$ cat src/rtl/reg_dump_tx_pkg.sv
// Shared types and constants for the register-dump UART reader.
package reg_dump_tx_pkg;

  typedef enum logic [1:0] {
    IDLE = 2'd0,
    LOAD = 2'd1,
    SEND = 2'd2
  } state_t;

  localparam int FRAME_BITS      = 10;
  localparam int BYTES_PER_WORD  = 4;
  localparam int DATA_BITS       = 8;
  localparam int DEFAULT_CLK_DIV = 868;

endpackage

$ cat src/rtl/uart_tx_byte.sv
// 8N1 UART byte transmitter. Accepts a new byte in the last cycle of the
// previous stop bit so consecutive frames run with no idle gap.
module uart_tx_byte
  import reg_dump_tx_pkg::*;
#(
  parameter int CLK_DIV = DEFAULT_CLK_DIV
) (
  input  logic                 clk,
  input  logic                 rst,
  input  logic                 valid,
  input  logic [DATA_BITS-1:0] data,
  output logic                 ready,
  output logic                 tx
);

  localparam int TW = (CLK_DIV > 1) ? $clog2(CLK_DIV) : 1;
  localparam logic [TW-1:0] TIMER_MAX = TW'(CLK_DIV - 1);
  localparam logic [3:0]    LAST_BIT  = 4'(FRAME_BITS - 1);

  logic                  active_reg;
  logic [TW-1:0]         timer_reg;
  logic [3:0]            bit_idx_reg;
  logic [FRAME_BITS-1:0] shift_reg;
  logic                  bit_end;

  assign bit_end = (timer_reg == TIMER_MAX);
  assign ready   = !active_reg || (bit_end && (bit_idx_reg == LAST_BIT));
  // Line level is the frame LSB; an all-ones shifter idles the line high.
  assign tx      = shift_reg[0];

  always_ff @(posedge clk or posedge rst) begin
    if (rst) begin
      active_reg  <= 1'b0;
      timer_reg   <= '0;
      bit_idx_reg <= '0;
      shift_reg   <= '1;
    end else if (valid && ready) begin
      active_reg  <= 1'b1;
      timer_reg   <= '0;
      bit_idx_reg <= '0;
      shift_reg   <= {1'b1, data, 1'b0};
    end else if (active_reg) begin
      if (bit_end) begin
        timer_reg <= '0;
        shift_reg <= {1'b1, shift_reg[FRAME_BITS-1:1]};
        if (bit_idx_reg == LAST_BIT) begin
          active_reg  <= 1'b0;
          bit_idx_reg <= '0;
        end else begin
          bit_idx_reg <= bit_idx_reg + 4'd1;
        end
      end else begin
        timer_reg <= timer_reg + TW'(1);
      end
    end
  end

endmodule

$ cat src/rtl/reg_dump_tx.sv
// Sweeps the register file debug port and streams every word as four
// little-endian UART bytes.
module reg_dump_tx
  import reg_dump_tx_pkg::*;
#(
  parameter int CLK_DIV  = DEFAULT_CLK_DIV,
  parameter int NUM_REGS = 32
) (
  input  logic        clk,
  input  logic        rst,
  input  logic        start,
  input  logic [31:0] debug_reg,
  output logic [4:0]  debug_reg_addr,
  output logic        tx,
  output logic        busy,
  output logic        done
);

  localparam logic [4:0] LAST_ADDR = 5'(NUM_REGS - 1);
  localparam logic [1:0] LAST_BYTE = 2'(BYTES_PER_WORD - 1);

  state_t         state_reg, state_next;
  logic [4:0]     addr_reg, addr_next;
  logic [31:0]    word_reg, word_next;
  logic [1:0]     byte_idx_reg, byte_idx_next;
  logic           busy_reg, busy_next;
  logic           done_reg, done_next;
  logic           uart_valid, uart_ready;
  logic [DATA_BITS-1:0] uart_data;
  logic [1:0]     next_byte;

  assign next_byte      = byte_idx_reg + 2'd1;
  assign debug_reg_addr = addr_reg;
  assign busy           = busy_reg;
  assign done           = done_reg;

  always_ff @(posedge clk or posedge rst) begin
    if (rst) begin
      state_reg    <= IDLE;
      addr_reg     <= '0;
      word_reg     <= '0;
      byte_idx_reg <= '0;
      busy_reg     <= 1'b0;
      done_reg     <= 1'b0;
    end else begin
      state_reg    <= state_next;
      addr_reg     <= addr_next;
      word_reg     <= word_next;
      byte_idx_reg <= byte_idx_next;
      busy_reg     <= busy_next;
      done_reg     <= done_next;
    end
  end

  // byte_idx_reg names the byte currently on the line; byte 0 is handed to
  // the transmitter straight from debug_reg in the same cycle it is latched.
  always_comb begin
    state_next    = state_reg;
    addr_next     = addr_reg;
    word_next     = word_reg;
    byte_idx_next = byte_idx_reg;
    busy_next     = busy_reg;
    done_next     = 1'b0;
    uart_valid    = 1'b0;
    uart_data     = word_reg[{next_byte, 3'b000} +: DATA_BITS];
    case (state_reg)
      IDLE: begin
        if (start) begin
          state_next = LOAD;
          addr_next  = '0;
          busy_next  = 1'b1;
        end
      end
      LOAD: begin
        word_next     = debug_reg;
        byte_idx_next = '0;
        uart_valid    = 1'b1;
        uart_data     = debug_reg[DATA_BITS-1:0];
        state_next    = SEND;
      end
      SEND: begin
        if (uart_ready) begin
          if (byte_idx_reg != LAST_BYTE) begin
            uart_valid    = 1'b1;
            byte_idx_next = next_byte;
          end else if (addr_reg < LAST_ADDR) begin
            addr_next  = addr_reg + 5'd1;
            state_next = LOAD;
          end else begin
            addr_next  = '0;
            busy_next  = 1'b0;
            done_next  = 1'b1;
            state_next = IDLE;
          end
        end
      end
      default: state_next = IDLE;
    endcase
  end

  uart_tx_byte #(
    .CLK_DIV(CLK_DIV)
  ) u_uart (
    .clk  (clk),
    .rst  (rst),
    .valid(uart_valid),
    .data (uart_data),
    .ready(uart_ready),
    .tx   (tx)
  );

endmodule

$ cat config.mk
export PLATFORM = sky130hd
export DESIGN_NAME = reg_dump_tx
export DESIGN_NICKNAME = d
export VERILOG_FILES = /design/src/rtl/reg_dump_tx_pkg.sv /design/src/rtl/uart_tx_byte.sv /design/src/rtl/reg_dump_tx.sv
export SDC_FILE = /design/constraint.sdc
export NUM_CORES = 1
export LEC_CHECK = 0
export ABC_AREA = 1
export BUFFER_PORTS_ARGS = -buffer_cell sky130_fd_sc_hd__buf_2
export CORE_MARGIN = 5
export CORE_UTILIZATION = 35
export DETAILED_ROUTE_END_ITERATION = 12
export PLACE_DENSITY_LB_ADDON = 0.2
export SLEW_MARGIN = 20
export SYNTH_ARGS = -nofsm -noshare
export SYNTH_HDL_FRONTEND = slang
export SYNTH_HIERARCHICAL = 1
export SYNTH_SLANG_ARGS = --single-unit
$ cat constraint.sdc
create_clock -name clk -period 2.9 [get_ports clk]
set_input_delay 0.435 -clock clk [delete_from_list [all_inputs] [get_ports clk]]
set_output_delay 0.435 -clock clk [all_outputs]
set_load 0.02 [all_outputs]
==> metrics.md <==
| Metric | Value |
|---|---|
| Crit path from | u_uart/timer_reg[0] |
| Via count | 2946 |
| Cts hold-fix bufs | 0 |
| Final period utilization | 0.828 |
| CTS Buffer Depth | 2 |
| Area share of the largest cell type after synthesis | 0.397 |
| Clock Skew | 13.7 ps |
| I/O pin count | 43 |
| Setup TNS | 0 ps |
| Peak supply drop | 395 uV |
| Chip Width | 112 um |
| Netlist cell types | 38 |
| Share of layout cells above drive strength 1 | 0.188 |
| Seq cells post-synth | 67 |
| Global-route wire length before repair | 13200 um |
| Number of flip-flops under the largest register name | 32 |
| PnR worst setup slack | 499 ps |
| Core area | 10300 sq um |
| Path depth of the worst reg2reg path | 13 |
| Syn Area/Cell | 8.02 sq um |
| Post-CTS setup repair buffer count | 0 |
| Clock Tree Root | clkbuf_8 |
| Pins over their slew limit | 0 |
| Total gr overflow | 0 |
| Setup violators final | 0 |
| CP Max Fanout | 5 |
| Total Power | 4.20 mW |
| Worst-Skew Late Latency | 350 ps |
| Worst r2r dst | u_uart/timer_reg[8] |
| Cell Pwr Density | 1010 nW/um^2 |
| Post-Synthesis Cells | 456 |
| Input/output buffers | 42 |
| DRC | 0 |
| Highest routed layer | met4 |
| Critical R2R Launch | u_uart/timer_reg[0] |
| RSZ-0062 raised after global routing | false |
| Cell row count | 37 |
| Area leader, netlist | dfrtp_1 |
| Met1 WL | 3740 um |
| Post-DP HPWL | 5530 um |
| FF-to-FF setup slack | 500 ps |
| Period minus WS final | 2400 ps |
| Crit path to | u_uart/timer_reg[8] |
| Pre-Repair DR Iteration Count | 5 |
| Cell Count, Final, Fillers Out | 636 |
| GRT Util Overall | 0.128 |
| Data required time of the worst path | 3130 ps |
| Largest net degree at the start of global routing | 50 |
| 1st-iter DRT viols | 81 |
| Slew HR | 0.400 |
| Vias per cell | 4.63 |
| Max-cap violations | 0 |
| Initial Util | 0.356 |
| Met3 WL | 279 um |
| Hold Fails Final Rpt | 0 |
| Wire per inst | 12.1 um |
| Synth top area cells | dfrtp_1, nand2_1, dfstp_2, inv_1, nand3_1 |
| Cell area after synthesis | 3660 sq um |
| Worst-margin pin slew | 899 ps |
| Die Y | 112 um |
| Gp weighted congestion | 0.812 |
| CTS H-tree depth | 3 |
| CP Class | reg -> reg |
| CTS tree | yes |
| Post-CTS sizing | 0 |
| Num Clock Sinks | 67 |
| Dpl ws | 517 ps |
| Initial antenna violation count | 0 |
| P_leak | 2.14 nW |
| Layout area overhead | 13.3% |
| Diode count | 0 |
| Syn_nets | 501 |
| Critical path data arrival time | 2630 ps |
| Setup crit start kind | flop |
| Placed cell count | 620 |
| Peak Freq | 417 MHz |
| Register area share after synthesis | 0.461 |
| Drt total wl | 7720 um |
| Die area | 12600 sq um |
| Nets@finish | 540 |
| Met2 WL post-DR | 3600 um |
| CTS buffer count | 9 |
| Status | complete, no violations |
| Vias in the first global route | 2838 |
| Crit end category | flop |
| YS warnings | 6 |
| Worst Hold Class | in -> async |
| Clock transition at path regs | 80 ps |
| Routed Antenna Nets | 0 |
[routing by layer]
layer / global-route usage / vias to the layer above
met4: 0.0393 / 0
met1: 0.160 / 1373
met3: 0.0410 / 6
met5: 0 / -
met2: 0.211 / 44
li1: - / 1523
[report_power, final]
group          internal [mW]  switching (mW)
clock                  0.527           0.354
sequential              1.35           0.230
combinational          0.606            1.13
[synth_stat cells, drive strengths merged]
master / number
o21a: 2
o21bai: 1
nand3: 39
dfrtp: 58
ha: 10
o211ai: 1
nor4: 1
nor2: 22
clkbuf: 2
buf: 17
nor3b: 1
o211a: 2
a32o: 1
dfstp: 9
nand2: 154
inv: 62
nand4: 10
xor2: 2
a21oi: 12
o22ai: 5
o21ai: 43
xnor2: 2
[per-stage QoR]
step / hold WS, ps / util / instance area [sq um]
after floorplan: 442 / - / 3660
after global placement: 455 / 0.381 / 3920
after detailed placement: 459 / 0.381 / 3920
after CTS: 125 / 0.403 / 4140
after global routing: 156 / 0.403 / 4140
final: 119 / 0.403 / 4140
[final cells by class]
type	instances	area, sq um
multi-input combinational	308	1570
sequential	67	1690
fill	1085	6130
timing repair buffer	47	248
inverter	62	241
tap	136	170
clock inverter	5	75.1
clock buffer	11	151
[how the worst min path moves through the flow]
stage,start,to,slack [ps],cells after the start
floorplan,rst,u_uart/active_reg,440,1
global placement,word_reg[26],word_reg[26],450,2
detailed placement,word_reg[26],word_reg[26],460,2
CTS,rst,done,130,2
global route,rst,done,160,2
finish,rst,done,120,2
[cell families after synthesis]
kind of cell | synth area share
AND/OR/NAND/NOR | 0.280
buffers and inverters | 0.109
AO/OA/AOI/OAI | 0.105
flip-flops | 0.461
adder cells (fa/ha/maj) | 0.0342
XOR/XNOR | 0.00958
[worst max-delay path, stage by stage, from the launching register on]
cell,delay [ps]
dfrtp_1,390
ha_1,200
nand2_1,60
nor2_1,160
nand3_4,140
o21ai_0,190
buf_4,150
nand2_1,70
nor2_1,110
o21a_1,150
nor2_2,70
nor2_1,200
nand3_1,150
o211a_1,250
[cells in the final DEF, fill, tap and decap left out, types with 4 or more instances in the layout]
| cell type | netlist | final |
|---|---|---|
| nor2_1 | 20 | 20 |
| buf_4 | 5 | 5 |
| clkbuf_8 | 0 | 11 |
| ha_1 | 10 | 10 |
| dfstp_2 | 9 | 9 |
| o21ai_0 | 32 | 32 |
| nand2_1 | 150 | 150 |
| nand3_1 | 35 | 35 |
| clkinv_2 | 0 | 4 |
| a21oi_1 | 10 | 10 |
| o21ai_1 | 10 | 10 |
| dfrtp_1 | 58 | 58 |
| o22ai_1 | 5 | 5 |
| buf_2 | 4 | 42 |
| nand4_1 | 10 | 10 |
| inv_1 | 55 | 54 |
| inv_2 | 6 | 6 |
Note: power is estimated with default switching activity, not from simulation.
